--- config.mk ---
export PLATFORM = sky130hd
export DESIGN_NAME = des_key_schedule_seq
export DESIGN_NICKNAME = d
export VERILOG_FILES = /design/src/rtl/des_pkg.sv /design/src/rtl/des_pc2.sv /design/src/rtl/des_key_schedule_seq.sv
export SDC_FILE = /design/constraint.sdc
export NUM_CORES = 1
export LEC_CHECK = 0
export CORE_ASPECT_RATIO = 0.75
export CORE_UTILIZATION = 41
export DETAILED_ROUTE_END_ITERATION = 10
export PLACE_DENSITY = 0.57
export RECOVER_POWER = 25
export SETUP_SLACK_MARGIN = 0.5
export SLEW_MARGIN = 10
export SYNTH_ARGS = -nofsm -noshare
export SYNTH_HDL_FRONTEND = slang
export SYNTH_SLANG_ARGS = --single-unit
--- constraint.sdc ---
create_clock -name clk -period 3.6 [get_ports clk]
set_input_delay 0.72 -clock clk [delete_from_list [all_inputs] [get_ports clk]]
set_output_delay 0.72 -clock clk [all_outputs]
set_load 0.02 [all_outputs]
--- src/rtl/des_pkg.sv ---
// rtl/des_pkg.sv - DES key-schedule tables, types and 28-bit rotation helpers
package des_pkg;

  typedef logic [27:0] half_key_t;
  typedef logic [47:0] subkey_t;
  typedef enum logic {IDLE, GEN} state_t;

  // Entries are FIPS 46-3 1-based bit numbers, bit 1 being the MSB of the source word
  localparam logic [5:0] PC1 [56] = '{
    6'd57, 6'd49, 6'd41, 6'd33, 6'd25, 6'd17, 6'd9,  6'd1,  6'd58, 6'd50, 6'd42, 6'd34, 6'd26, 6'd18,
    6'd10, 6'd2,  6'd59, 6'd51, 6'd43, 6'd35, 6'd27, 6'd19, 6'd11, 6'd3,  6'd60, 6'd52, 6'd44, 6'd36,
    6'd63, 6'd55, 6'd47, 6'd39, 6'd31, 6'd23, 6'd15, 6'd7,  6'd62, 6'd54, 6'd46, 6'd38, 6'd30, 6'd22,
    6'd14, 6'd6,  6'd61, 6'd53, 6'd45, 6'd37, 6'd29, 6'd21, 6'd13, 6'd5,  6'd28, 6'd20, 6'd12, 6'd4
  };

  localparam logic [5:0] PC2 [48] = '{
    6'd14, 6'd17, 6'd11, 6'd24, 6'd1,  6'd5,  6'd3,  6'd28, 6'd15, 6'd6,  6'd21, 6'd10,
    6'd23, 6'd19, 6'd12, 6'd4,  6'd26, 6'd8,  6'd16, 6'd7,  6'd27, 6'd20, 6'd13, 6'd2,
    6'd41, 6'd52, 6'd31, 6'd37, 6'd47, 6'd55, 6'd30, 6'd40, 6'd51, 6'd45, 6'd33, 6'd48,
    6'd44, 6'd49, 6'd39, 6'd56, 6'd34, 6'd53, 6'd46, 6'd42, 6'd50, 6'd36, 6'd29, 6'd32
  };

  localparam logic [1:0] SHIFT [16] = '{
    2'd1, 2'd1, 2'd2, 2'd2, 2'd2, 2'd2, 2'd2, 2'd2,
    2'd1, 2'd2, 2'd2, 2'd2, 2'd2, 2'd2, 2'd2, 2'd1
  };

  function automatic half_key_t rol28(input half_key_t x, input logic [1:0] s);
    return (s == 2'd2) ? {x[25:0], x[27:26]} : {x[26:0], x[27]};
  endfunction

  function automatic half_key_t ror28(input half_key_t x, input logic [1:0] s);
    return (s == 2'd2) ? {x[1:0], x[27:2]} : {x[0], x[27:1]};
  endfunction

endpackage

--- src/rtl/des_pc2.sv ---
// rtl/des_pc2.sv - combinational PC-2 selection from the 56-bit C/D state
module des_pc2
  import des_pkg::*;
(
  input  logic [55:0] cd_i,
  output subkey_t     sk_o
);

  for (genvar j = 0; j < 48; j++) begin : g_sel
    assign sk_o[47-j] = cd_i[6'(56 - int'(PC2[j]))];
  end

endmodule

--- src/rtl/des_key_schedule_seq.sv ---
// rtl/des_key_schedule_seq.sv - sequential DES key schedule, one subkey beat per cycle
module des_key_schedule_seq
  import des_pkg::*;
#(
  parameter bit STORE_BANK = 1'b1,
  parameter bit OUT_REG    = 1'b1
) (
  input  logic        clk,
  input  logic        rst,
  input  logic        key_valid,
  output logic        key_ready,
  input  logic [63:0] key,
  input  logic        decrypt,
  output logic        sk_valid,
  input  logic        sk_ready,
  output logic [47:0] sk_data,
  output logic [3:0]  sk_round,
  output logic        sk_last,
  input  logic [3:0]  rd_idx,
  output logic [47:0] rd_data,
  output logic        bank_valid
);

  state_t      st_q;
  half_key_t   c_q, d_q, c_d, d_d;
  logic [3:0]  cnt_q;
  logic        dir_q;
  logic [55:0] pc1_key;
  logic        key_acc, beat_acc;

  for (genvar j = 0; j < 56; j++) begin : g_pc1
    assign pc1_key[55-j] = key[6'(64 - int'(PC1[j]))];
  end

  assign key_ready = (st_q == IDLE);
  assign sk_valid  = (st_q == GEN);
  assign key_acc   = key_valid && key_ready;
  assign beat_acc  = sk_valid && sk_ready;
  assign sk_last   = sk_valid && (cnt_q == 4'd15);
  assign sk_round  = sk_valid ? (dir_q ? ~cnt_q : cnt_q) : 4'd0;

  // C/D always hold the state whose PC-2 is the beat currently presented
  always_comb begin
    c_d = c_q;
    d_d = d_q;
    if (key_acc) begin
      c_d = decrypt ? pc1_key[55:28] : rol28(pc1_key[55:28], SHIFT[0]);
      d_d = decrypt ? pc1_key[27:0]  : rol28(pc1_key[27:0], SHIFT[0]);
    end else if (beat_acc && !sk_last) begin
      if (dir_q) begin
        c_d = ror28(c_q, SHIFT[~cnt_q]);
        d_d = ror28(d_q, SHIFT[~cnt_q]);
      end else begin
        c_d = rol28(c_q, SHIFT[cnt_q + 4'd1]);
        d_d = rol28(d_q, SHIFT[cnt_q + 4'd1]);
      end
    end
  end

  always_ff @(posedge clk) begin
    if (rst) begin
      st_q  <= IDLE;
      c_q   <= '0;
      d_q   <= '0;
      cnt_q <= '0;
      dir_q <= 1'b0;
    end else begin
      c_q <= c_d;
      d_q <= d_d;
      if (key_acc) begin
        st_q  <= GEN;
        cnt_q <= '0;
        dir_q <= decrypt;
      end else if (beat_acc) begin
        if (sk_last) st_q <= IDLE;
        else         cnt_q <= cnt_q + 4'd1;
      end
    end
  end

  if (OUT_REG) begin : g_oreg
    subkey_t sk_next, sk_q;
    des_pc2 u_pc2 (.cd_i({c_d, d_d}), .sk_o(sk_next));
    always_ff @(posedge clk) begin
      if (rst)                       sk_q <= '0;
      else if (key_acc || beat_acc)  sk_q <= sk_next;
    end
    assign sk_data = sk_q;
  end else begin : g_ocomb
    des_pc2 u_pc2 (.cd_i({c_q, d_q}), .sk_o(sk_data));
  end

  if (STORE_BANK) begin : g_bank
    subkey_t bank_q [16];
    logic    bank_valid_q;
    always_ff @(posedge clk) begin
      if (!rst && beat_acc) bank_q[sk_round] <= sk_data;
    end
    always_ff @(posedge clk) begin
      if (rst || key_acc)           bank_valid_q <= 1'b0;
      else if (beat_acc && sk_last) bank_valid_q <= 1'b1;
    end
    assign rd_data    = bank_q[rd_idx];
    assign bank_valid = bank_valid_q;
  end else begin : g_nobank
    assign rd_data    = '0;
    assign bank_valid = 1'b0;
  end

endmodule

Yosys cells after proc, flatten, opt, wreduce, memory -nomap -nowiden --
Memory sizes are Yosys's and may differ from the RTL's. Index checks and enable logic that the tools add are counted.
Cells by class: add/sub/neg operators 1, order comparisons 2, equality and inequality tests 3, mux-type cells 23, bitwise gates (word level) 5, reduce and logical (&&, ||, !) cells 16
Operators with widths (count):
- 2-to-1 mux 28 bit | 12
- greater-or-equal comparator 5 bit (second input constant) | 2
- inverter 4 -> 5 bit | 2
- 2-to-1 mux 2 bit | 4
- 2-to-1 mux 4 bit | 2
- logical AND 1 bit | 6
- nonzero test 2 bit | 3
- 2-to-1 mux 1 bit | 5
- adder 4 x 1 -> 4 bit (second input constant) | 1
- equality test 2 bit (second input constant) | 2
- equality test 4 bit (second input constant) | 1
- inverter 4 bit | 1
- AND reduction 2 bit | 2
- logical NOT 1 bit | 2
- logical OR 1 bit | 2
- inverter 1 bit | 2
- OR reduction 2 bit | 1
Word-level totals: register bits 90, memory bits (writable) 432, ROM bits 64, bits of input ports 73, output and inout port bits 104, word-level logic and storage cells 62, memories 3
Memory list:
- g_bank.bank_q | words 16, bits a word 27, rd ports 1, clocked after memory_dff 0, wr ports 1, line des_key_schedule_seq.sv:94 | subkey_t bank_q [16];
- (no name shown) | words 16, bits a word 2, rd ports 1, clocked after memory_dff 0, wr ports 0, line des_key_schedule_seq.sv:55 | d_d = rol28(d_q, SHIFT[cnt_q + 4'd1]);
- (no name shown) | words 16, bits a word 2, rd ports 1, clocked after memory_dff 0, wr ports 0, line des_key_schedule_seq.sv:52 | d_d = ror28(d_q, SHIFT[~cnt_q]);

Depth between registers and ports, before layout --
Gate-level depths: netlist of run 1.
depth in word-level cells 10, mapped depth 10

Hierarchy --
From an unflattened synthesis of run 1, not the netlist that was laid out.
Unflattened totals: cell total of the unflattened synthesis 2043, area total of the unflattened synthesis 36588.8 um^2
By module, submodules not included:
- des_key_schedule_seq | instances 1, cells each 1994, area each 36224.7 um^2
- des_pc2 | instances 1, cells each 49, area each 364.1 um^2

Least setup slack after synthesis of run 1 --
Ideal clock, no wire load.
kind in2out, from input rd_idx[0], to output rd_data[10], arrival 2.619 ns, required time 2.880 ns, path slack 0.261 ns, stages on the path 5, path buffers 3, cell sequence clkbuf_1 -> buf_2 -> buf_2 -> mux4_2 -> mux4_2
Between the ends: word-level cells in the longest chain between the ends 1
RTL lines:
- start: declaration | line des_key_schedule_seq.sv:19 | input logic [3:0] rd_idx,
- memory read (16 x 27 bit)
- end: declaration | line des_key_schedule_seq.sv:20 | output logic [47:0] rd_data,
No other way between the ends.

Worst setup path after layout of run 1 --
from input rd_idx[0], to output rd_data[20]
The elaborated chain is that of the path after synthesis.

==> Flow_metrics.wiki, run 1 <==
{| class="wikitable"
! Metric !! Value
|-
| GRT Max-Usage Layer || met2
|-
| Top cells by area in the synthesized netlist || sky130_fd_sc_hd__edfxtp_1, sky130_fd_sc_hd__mux4_2, sky130_fd_sc_hd__dfxtp_1
|-
| Most frequent standard cell in the layout excluding fill and tap cells || sky130_fd_sc_hd__edfxtp_1
|-
| Post-Place Worst Slack || 0.0510 ns
|-
| Unrepaired setup endpoints after global routing || yes
|-
| Layout net count || 1626
|-
| Worst slew slack as a fraction of its limit || 34.6%
|-
| Initial antenna violation count || 1
|-
| Share of synthesized area spent on multiplexers || 16.4%
|-
| First-pass GRT wire length || 85400 um
|-
| Most used cells in the layout excluding fill and tap cells || sky130_fd_sc_hd__edfxtp_1, sky130_fd_sc_hd__mux4_2, sky130_fd_sc_hd__nor2_1, sky130_fd_sc_hd__dfxtp_1, sky130_fd_sc_hd__o21ai_0
|-
| Distinct cell type count after synthesis || 55
|-
| Vias in the first global route || 13100
|-
| Maximum number of pins on one net before global-route repair || 78
|-
| Post-synthesis sequential area ratio || 66.4%
|-
| Achievable frequency || 0.322 GHz
|-
| Fraction of the mapped netlist area in simple logic gates || 5.28%
|-
| GR met3 Demand/Resource || 3.26%
|-
| Pre-Repair DR Iteration Count || 7
|-
| Category of the worst setup path capture point || primary output
|-
| FP Rows || 73
|-
| Via count || 13300
|-
| Fin crit share || 86.4%
|-
| Number of instances in the synthesized netlist || 1410
|-
| Number of flops mapped to enable cells by yosys || 432
|-
| Clock latency on the worst-skew pair || 0.58 ns
|-
| Async SR Flop Fraction || 0%
|-
| Hold slack final || 0.470 ns
|-
| Count of routing violations after the opening detailed-route iteration || 1340
|-
| Compound-Gate Fraction of Synth Area || 7.71%
|-
| Area of the mapped netlist || 0.0222 sq mm
|-
| Number of instances in the placed design || 2192
|-
| Run status || finished clean
|-
| Number of fill cells || 4416
|-
| TritonCTS sink count || 522
|-
| Final wirelength || 56800 um
|-
| GP Congestion || 0.847
|-
| Commonest register cell after synthesis || sky130_fd_sc_hd__edfxtp_1
|-
| Power density over the cells || 499 mW/mm^2
|-
| Root Buffer || sky130_fd_sc_hd__clkbuf_16
|-
| Class of the worst hold path || reg2reg
|-
| Final Critical Period || 3.11 ns
|-
| Starting density of the core || 41.8%
|-
| Number of port buffers || 98
|-
| Die width || 271 um
|-
| Top cell type's share of synthesized area || 58.3%
|-
| Grt ovf || 0
|-
| Placed Area || 0.0246 sq mm
|-
| Number of warning messages in the yosys log || 0
|-
| Combinational family with the most area after synthesis || multiplexers
|-
| Count of maximum capacitance violations || 0
|-
| Met1 GRT Util || 30.5%
|-
| Wire per inst || 24.7 um
|-
| Hold-fix buffers at CTS || 0
|-
| Met2 track demand over resource || 32.2%
|-
| Vias per inst || 5.80
|-
| Data arrival time of the critical path || 2.39 ns
|-
| XOR/XNOR Fraction of Synth Area || 0.236%
|-
| Die area || 0.0552 sq mm
|-
| Final hold viol count || 0
|-
| Library cell occupying the most area in the post-synthesis netlist || sky130_fd_sc_hd__edfxtp_1
|-
| Final critical-path setup slack || 0.491 ns
|-
| Remaining design rule violation count || 0
|-
| Number of top-level pins || 177
|-
| H-tree depth reported by CTS || 2
|-
| Crit path launch type || primary input
|-
| Number of register bits inferred by synthesis || 522
|-
| TritonCTS clock tree || done
|-
| Clock-pin transition on the worst setup and hold timing paths || 0.07 ns
|-
| Max-slew violations || 0
|-
| Synthesized area per cell || 15.8 sq um
|-
| Share of final-layout standard cells stronger than drive strength 1 || 22.9%
|-
| Crit path kind || in2out
|-
| Leak Pwr || 8.68 nW
|-
| Worst vdd rail ir drop || 385 uV
|-
| Height of the die || 204 um
|-
| Final setup TNS || 0 ns
|-
| Area Growth Syn to Fin || 19.3%
|-
| Total core area || 0.0532 sq mm
|-
| Num CTS Buffers || 50
|-
| Total global-route track usage || 20.6%
|-
| Final std cell area, no fill || 0.0265 sq mm
|-
| Worst-case clock skew || 0.0170 ns
|-
| Routed Antenna Nets || 0
|-
| Final antenna diode count || 0
|-
| Max Buffers Root-to-Sink || 3
|-
| Adder and majority cell fraction of the synthesized area || 0.338%
|-
| Highest net fanout along the worst path || 6
|-
| Number of endpoints failing setup at the final stage || 0
|-
| Worst-Margin Slew || 0.980 ns
|-
| Count of placed standard cells in the final layout, fillers left out || 2299
|-
| Worst endpoint required time || 2.88 ns
|-
| HPWL after detailed placement || 31900 um
|}
-- final timing paths --
path                               from                  endpoint  slack, ns  cells past startpoint
setup / recovery              rd_idx[0]               rd_data[20]       0.49                      6
hold / removal     c_q[14]$_SDFFE_PP0P_      c_q[14]$_SDFFE_PP0P_       0.47                      2
setup reg to reg  cnt_q[1]$_SDFFE_PP0P_  sk_data[20]$_SDFFE_PP0P_       0.65                      6
hold reg to reg    c_q[14]$_SDFFE_PP0P_      c_q[14]$_SDFFE_PP0P_       0.47                      2
-- where the power goes --
group | switching (W) | total, W | internal (W)
registers | 0.000116 | 0.00677 | 0.00666
clock network | 0.00225 | 0.00534 | 0.00308
logic | 0.000658 | 0.00114 | 0.000486
total | 0.00303 | 0.0133 | 0.0102
-- registers in the layout (all words and copies together) (netlist names) --
signal,flops
sk_data,27
d_q,28
g_bank.bank_q,432
c_q,28
dir_q,1
bank_valid,1
sk_valid,1
cnt_q,4
-- timing repair --
action / 4_1_cts / 5_1_grt
resized for setup: 126 / 15
setup buffers: 4 / 1
pin swaps: 1 / 2
cloned: 6 / 4
setup endpoints to repair: 30 / 22
-- logic make-up after synthesis --
group	count (synthesis)
flip-flops	522
AO/OA/AOI/OAI	262
AND/OR/NAND/NOR	259
multiplexers	195
buffers and inverters	159
adder cells (fa/ha/maj)	6
XOR/XNOR	6
other	1
-- layer usage --
layer,vias up,routed length (um)
li1,5852,-
met1,6909,25700
met2,487,26300
met3,88,3640
met4,0,1080
met5,-,0
-- area by class of cell --
class	count	area, sq um	share of cell area, %
inverters	9	33.8	0.127
clock inverters	27	318	1.20
multi-input cells	771	7020	26.5
clock buffers	65	1350	5.08
repair buffers	193	2150	8.10
flip-flops and latches	522	14800	55.7
well taps	712	891	3.36
-- per-stage QoR --
stage	utilization [%]	total power, W
final	49.8	0.0133
after floorplan	-	0.00758
after global placement	46.2	0.00801
after global routing	49.8	0.0137
after CTS	49.7	0.0134
after detailed placement	46.2	0.00803
-- critical path, cell delays in order --
cell	delay, ns
sky130_fd_sc_hd__buf_16	0.10
sky130_fd_sc_hd__buf_16	0.16
sky130_fd_sc_hd__clkbuf_16	0.18
sky130_fd_sc_hd__mux4_2	0.50
sky130_fd_sc_hd__mux4_2	0.54
sky130_fd_sc_hd__buf_6	0.17
-- cell usage after synthesis, types with 2 or more instances --
master,count
sky130_fd_sc_hd__nand3_1,61
sky130_fd_sc_hd__xnor2_1,4
sky130_fd_sc_hd__nor2_2,2
sky130_fd_sc_hd__or4_1,5
sky130_fd_sc_hd__xor2_1,2
sky130_fd_sc_hd__o21ai_0,80
sky130_fd_sc_hd__edfxtp_1,432
sky130_fd_sc_hd__buf_2,30
sky130_fd_sc_hd__o311ai_0,5
sky130_fd_sc_hd__a31oi_1,56
sky130_fd_sc_hd__a21oi_1,25
sky130_fd_sc_hd__nor3b_1,2
sky130_fd_sc_hd__ha_1,6
sky130_fd_sc_hd__mux2i_1,60
sky130_fd_sc_hd__inv_1,9
sky130_fd_sc_hd__o21ai_1,4
sky130_fd_sc_hd__nand2b_1,2
sky130_fd_sc_hd__a311oi_1,2
sky130_fd_sc_hd__a32o_1,3
sky130_fd_sc_hd__dfxtp_1,90
sky130_fd_sc_hd__nor2b_1,3
sky130_fd_sc_hd__nor2_1,123
sky130_fd_sc_hd__buf_4,43
sky130_fd_sc_hd__a221o_1,2
sky130_fd_sc_hd__clkbuf_1,67
sky130_fd_sc_hd__a32oi_1,10
sky130_fd_sc_hd__o221ai_1,12
sky130_fd_sc_hd__nor3_1,11
sky130_fd_sc_hd__o31ai_1,6
sky130_fd_sc_hd__nand2_1,36
sky130_fd_sc_hd__a22oi_1,7
sky130_fd_sc_hd__a211oi_1,32
sky130_fd_sc_hd__mux4_2,135
sky130_fd_sc_hd__o22a_1,11
sky130_fd_sc_hd__buf_1,9
sky130_fd_sc_hd__or2_2,4
Note: power is estimated with default switching activity, not from simulation.
==> inputs of run 2 (changes only) <==
--- a/config.mk
+++ b/config.mk
@@ -11,7 +11,6 @@
 export PLACE_DENSITY = 0.57
 export RECOVER_POWER = 25
 export SETUP_SLACK_MARGIN = 0.5
-export SLEW_MARGIN = 10
 export SYNTH_ARGS = -nofsm -noshare
 export SYNTH_HDL_FRONTEND = slang
 export SYNTH_SLANG_ARGS = --single-unit
==> results of run 2 <==
Final layout, timing and power as in run 1 (identical DEF).
==> inputs of run 3 (changes only) <==
--- a/config.mk
+++ b/config.mk
@@ -10,7 +10,6 @@
 export DETAILED_ROUTE_END_ITERATION = 10
 export PLACE_DENSITY = 0.57
 export RECOVER_POWER = 25
-export SETUP_SLACK_MARGIN = 0.5
 export SYNTH_ARGS = -nofsm -noshare
 export SYNTH_HDL_FRONTEND = slang
 export SYNTH_SLANG_ARGS = --single-unit
==> run 3 against run 2 <==
Combinational power about the same. Sequential power hardly changed. Sequential cell count unchanged. Worst hold slack worse by 0.010 ns. Register-to-register slack worse by 0.30 ns. Die area is the same. Via count is 0.40% lower. Clock skew up 0.0016 ns. Wire length fell by 0.35%. Core utilization down 0.66 points. Critical path depth shrank 1. Non-clock buffer count is 13 lower. Critical path type unchanged. Largest power group unchanged.
==> Flow_metrics.wiki, run 3 (synthesis results as in run 1) <==
{| class="wikitable"
! Metric !! Value
|-
| Run status || finished clean
|-
| Fin crit share || 97.9% (+12 points)
|-
| TritonCTS sink count || 522 (unchanged)
|-
| Switching Fraction || 23.2% (+0.37 points)
|-
| Worst endpoint required time || 2.88 ns (about the same)
|-
| H-tree depth reported by CTS || 2 (unchanged)
|-
| Number of buffers inserted to repair setup after CTS || 0 (-4)
|-
| Total core area || 0.0532 sq mm (unchanged)
|-
| Number of endpoints failing setup at the final stage || 0 (unchanged)
|-
| Count of routing violations after the opening detailed-route iteration || 1328 (-0.90%)
|-
| Hold path startpoint || c_q[14]$_SDFFE_PP0P_
|-
| Height of the die || 204 um (unchanged)
|-
| Hold Crit Depth || 2 (unchanged)
|-
| Most used cells in the layout excluding fill and tap cells || sky130_fd_sc_hd__edfxtp_1, sky130_fd_sc_hd__mux4_2, sky130_fd_sc_hd__nor2_1, sky130_fd_sc_hd__clkdlybuf4s50_1, sky130_fd_sc_hd__dfxtp_1
|-
| Worst slew slack as a fraction of its limit || 22.4% (-12 points)
|-
| Remaining design rule violation count || 0 (unchanged)
|-
| Count of placed standard cells in the final layout, fillers left out || 2288 (-0.48%)
|-
| Final wirelength || 56600 um (-0.35%)
|-
| Crit path launch type || primary input
|-
| Share of final-layout standard cells stronger than drive strength 1 || 19.7% (-3.1 points)
|-
| Count of cells along the worst register-to-register path || 6 (unchanged)
|-
| Worst-case clock skew || 0.0186 ns (+0.00162 ns)
|-
| Starting density of the core || 41.8% (unchanged)
|-
| Max Buffers Root-to-Sink || 3 (unchanged)
|-
| Unrepaired setup endpoints after global routing || no
|-
| Crit path kind || in2out
|-
| Worst-Margin Slew || 1.16 ns (+0.184 ns)
|-
| Number of gates given a new drive strength after cts || 0 (-100%)
|-
| Clock latency on the worst-skew pair || 0.60 ns (+0.02 ns)
|-
| Vias in the first global route || 13200 (+0.38%)
|-
| Pre-Repair DR Iteration Count || 6 (-1)
|-
| Leak Pwr || 8.47 nW (-2.4%)
|-
| Number of port buffers || 98 (unchanged)
|-
| Grt ovf || 0 (unchanged)
|-
| FP Rows || 73 (unchanged)
|-
| Sw Pwr || 0.00307 W (+1.3%)
|-
| Startpoint of the worst register-to-register path || cnt_q[1]$_SDFFE_PP0P_
|-
| Total global-route track usage || 20.8% (+0.16 points)
|-
| Area Growth Syn to Fin || 17.8%
|-
| Vias per inst || 5.81 (about the same)
|-
| Hold-fix buffers at CTS || 0 (unchanged)
|-
| Layout net count || 1613 (-0.80%)
|-
| Worst vdd rail ir drop || 421 uV (+9.4%)
|-
| Internal power consumption || 0.0101 W (-0.84%)
|-
| Die width || 271 um (unchanged)
|-
| Most frequent standard cell in the layout excluding fill and tap cells || sky130_fd_sc_hd__edfxtp_1
|-
| Max-slew violations || 0 (unchanged)
|-
| Num CTS Buffers || 51 (+2.0%)
|-
| First-pass GRT wire length || 85800 um (+0.49%)
|-
| Wire per inst || 24.7 um (+0.13%)
|-
| Number of top-level pins || 177 (unchanged)
|-
| Top Registers || g_bank.bank_q (432), c_q (28), d_q (28)
|-
| Die area || 0.0552 sq mm (unchanged)
|-
| GP Congestion || 0.823 (-2.8%)
|-
| Number of instances in the placed design || 2193 (+0.046%)
|-
| Power density over the cells || 504 mW/mm^2 (+0.98%)
|-
| Clock-pin transition on the worst setup and hold timing paths || 0.06 ns (about the same)
|-
| Data arrival time of the critical path || 2.80 ns (+0.41 ns)
|-
| Maximum number of pins on one net before global-route repair || 78 (unchanged)
|-
| Part of the total power dissipated in the clock network || 40.3% (about the same)
|-
| Root Buffer || sky130_fd_sc_hd__clkbuf_16
|-
| Gate power share || 8.5% (about the same)
|-
| Count of maximum capacitance violations || 0 (unchanged)
|-
| Achievable frequency || 0.284 GHz (-12%)
|-
| HPWL after detailed placement || 32600 um (+2.2%)
|-
| Routed Antenna Nets || 0 (unchanged)
|-
| Highest net fanout along the worst path || 15 (+9)
|-
| Final hold viol count || 0 (unchanged)
|-
| Category of the worst setup path capture point || primary output
|-
| Class of the worst hold path || reg2reg
|-
| Fraction of power consumed by sequential logic || 51.2% (about the same)
|-
| Final setup TNS || 0 ns (unchanged)
|-
| Via count || 13300 (-0.40%)
|-
| Flip-flop count of the largest register, all copies and words added || 432 (unchanged)
|-
| TritonCTS clock tree || done
|-
| Most flops, register || g_bank.bank_q
|-
| Final Critical Period || 3.52 ns (+0.415 ns)
|-
| Capture endpoint of the worst hold path || c_q[14]$_SDFFE_PP0P_
|-
| Final antenna diode count || 0 (unchanged)
|-
| End of the worst register-to-register path || sk_data[7]$_SDFFE_PP0P_
|-
| Setup slack, reg-to-reg || 0.35 ns (-0.30 ns)
|-
| Initial antenna violation count || 0 (-1)
|}
## run 3: cell types whose count changed in the layout (fill, tap and decap cells not counted), sizes merged, moves of 4 or more
cell and change:
clkdlybuf4s50 +27, clkinv +9, buf -38, clkbuf -4
## run 3: worst max-delay path, cell delays in order
cell	delay, ns
sky130_fd_sc_hd__buf_6	0.20
sky130_fd_sc_hd__buf_12	0.21
sky130_fd_sc_hd__mux4_2	0.55
sky130_fd_sc_hd__mux4_2	0.54
sky130_fd_sc_hd__clkdlybuf4s50_1	0.56
## run 3: metrics by stage
| stage | area [sq um] | utilization (%) | setup WS [ns] | power (W) | hold slack, ns |
|---|---|---|---|---|---|
| after CTS | 26300 | 49.3 | 0.0615 | 0.0134 | 0.462 |
| after detailed placement | 24600 | 46.2 | 0.0644 | 0.00803 | 0.446 |
| after global routing | 26200 | 49.2 | 0.0109 | 0.0137 | 0.492 |
| after floorplan | 22400 | - | 0.261 | 0.00757 | 0.433 |
| final | 26200 | 49.2 | 0.0764 | 0.0132 | 0.459 |
| after global placement | 24600 | 46.2 | 0.0550 | 0.00801 | 0.449 |
## run 3: area by class of cell
class                   instances  area (sq um)
clock inverters                33           325
clock buffers                  62          1340
fillers                      4483         27100
repair buffers                180          1870
well taps                     712           891
inverters                       9          33.8
flip-flops and latches        522         14800
multi-input cells             770          6960
## run 3: power groups by stage
| stage | logic, W | registers [W] | clock network (W) |
|---|---|---|---|
| 2_1_floorplan | 0.000654 | 0.00692 | 0 |
| 3_3_place_gp | 0.00113 | 0.00689 | 0 |
| 3_5_place_dp | 0.00114 | 0.00689 | 0 |
| 4_1_cts | 0.00114 | 0.00676 | 0.00545 |
| 5_1_grt | 0.00121 | 0.00677 | 0.00568 |
| 6_report | 0.00112 | 0.00676 | 0.00533 |
## run 3: how the worst max path moves through the flow
stage	start	to	slack (ns)	cells past startpoint
floorplan	rd_idx[0]	rd_data[10]	0.26	5
global placement	rd_idx[0]	rd_data[9]	0.06	5
detailed placement	rd_idx[0]	rd_data[9]	0.06	5
CTS	rd_idx[0]	rd_data[9]	0.06	5
global route	rd_idx[0]	rd_data[31]	0.01	5
finish	rd_idx[0]	rd_data[6]	0.08	5
## run 3: routing by layer
metal	up-vias	track usage (%)	wire length, um
met4	0	5.00	1090
met2	491	31.8	25800
met1	6885	31.1	26200
li1	5818	-	-
met3	88	3.31	3480
met5	-	0	0
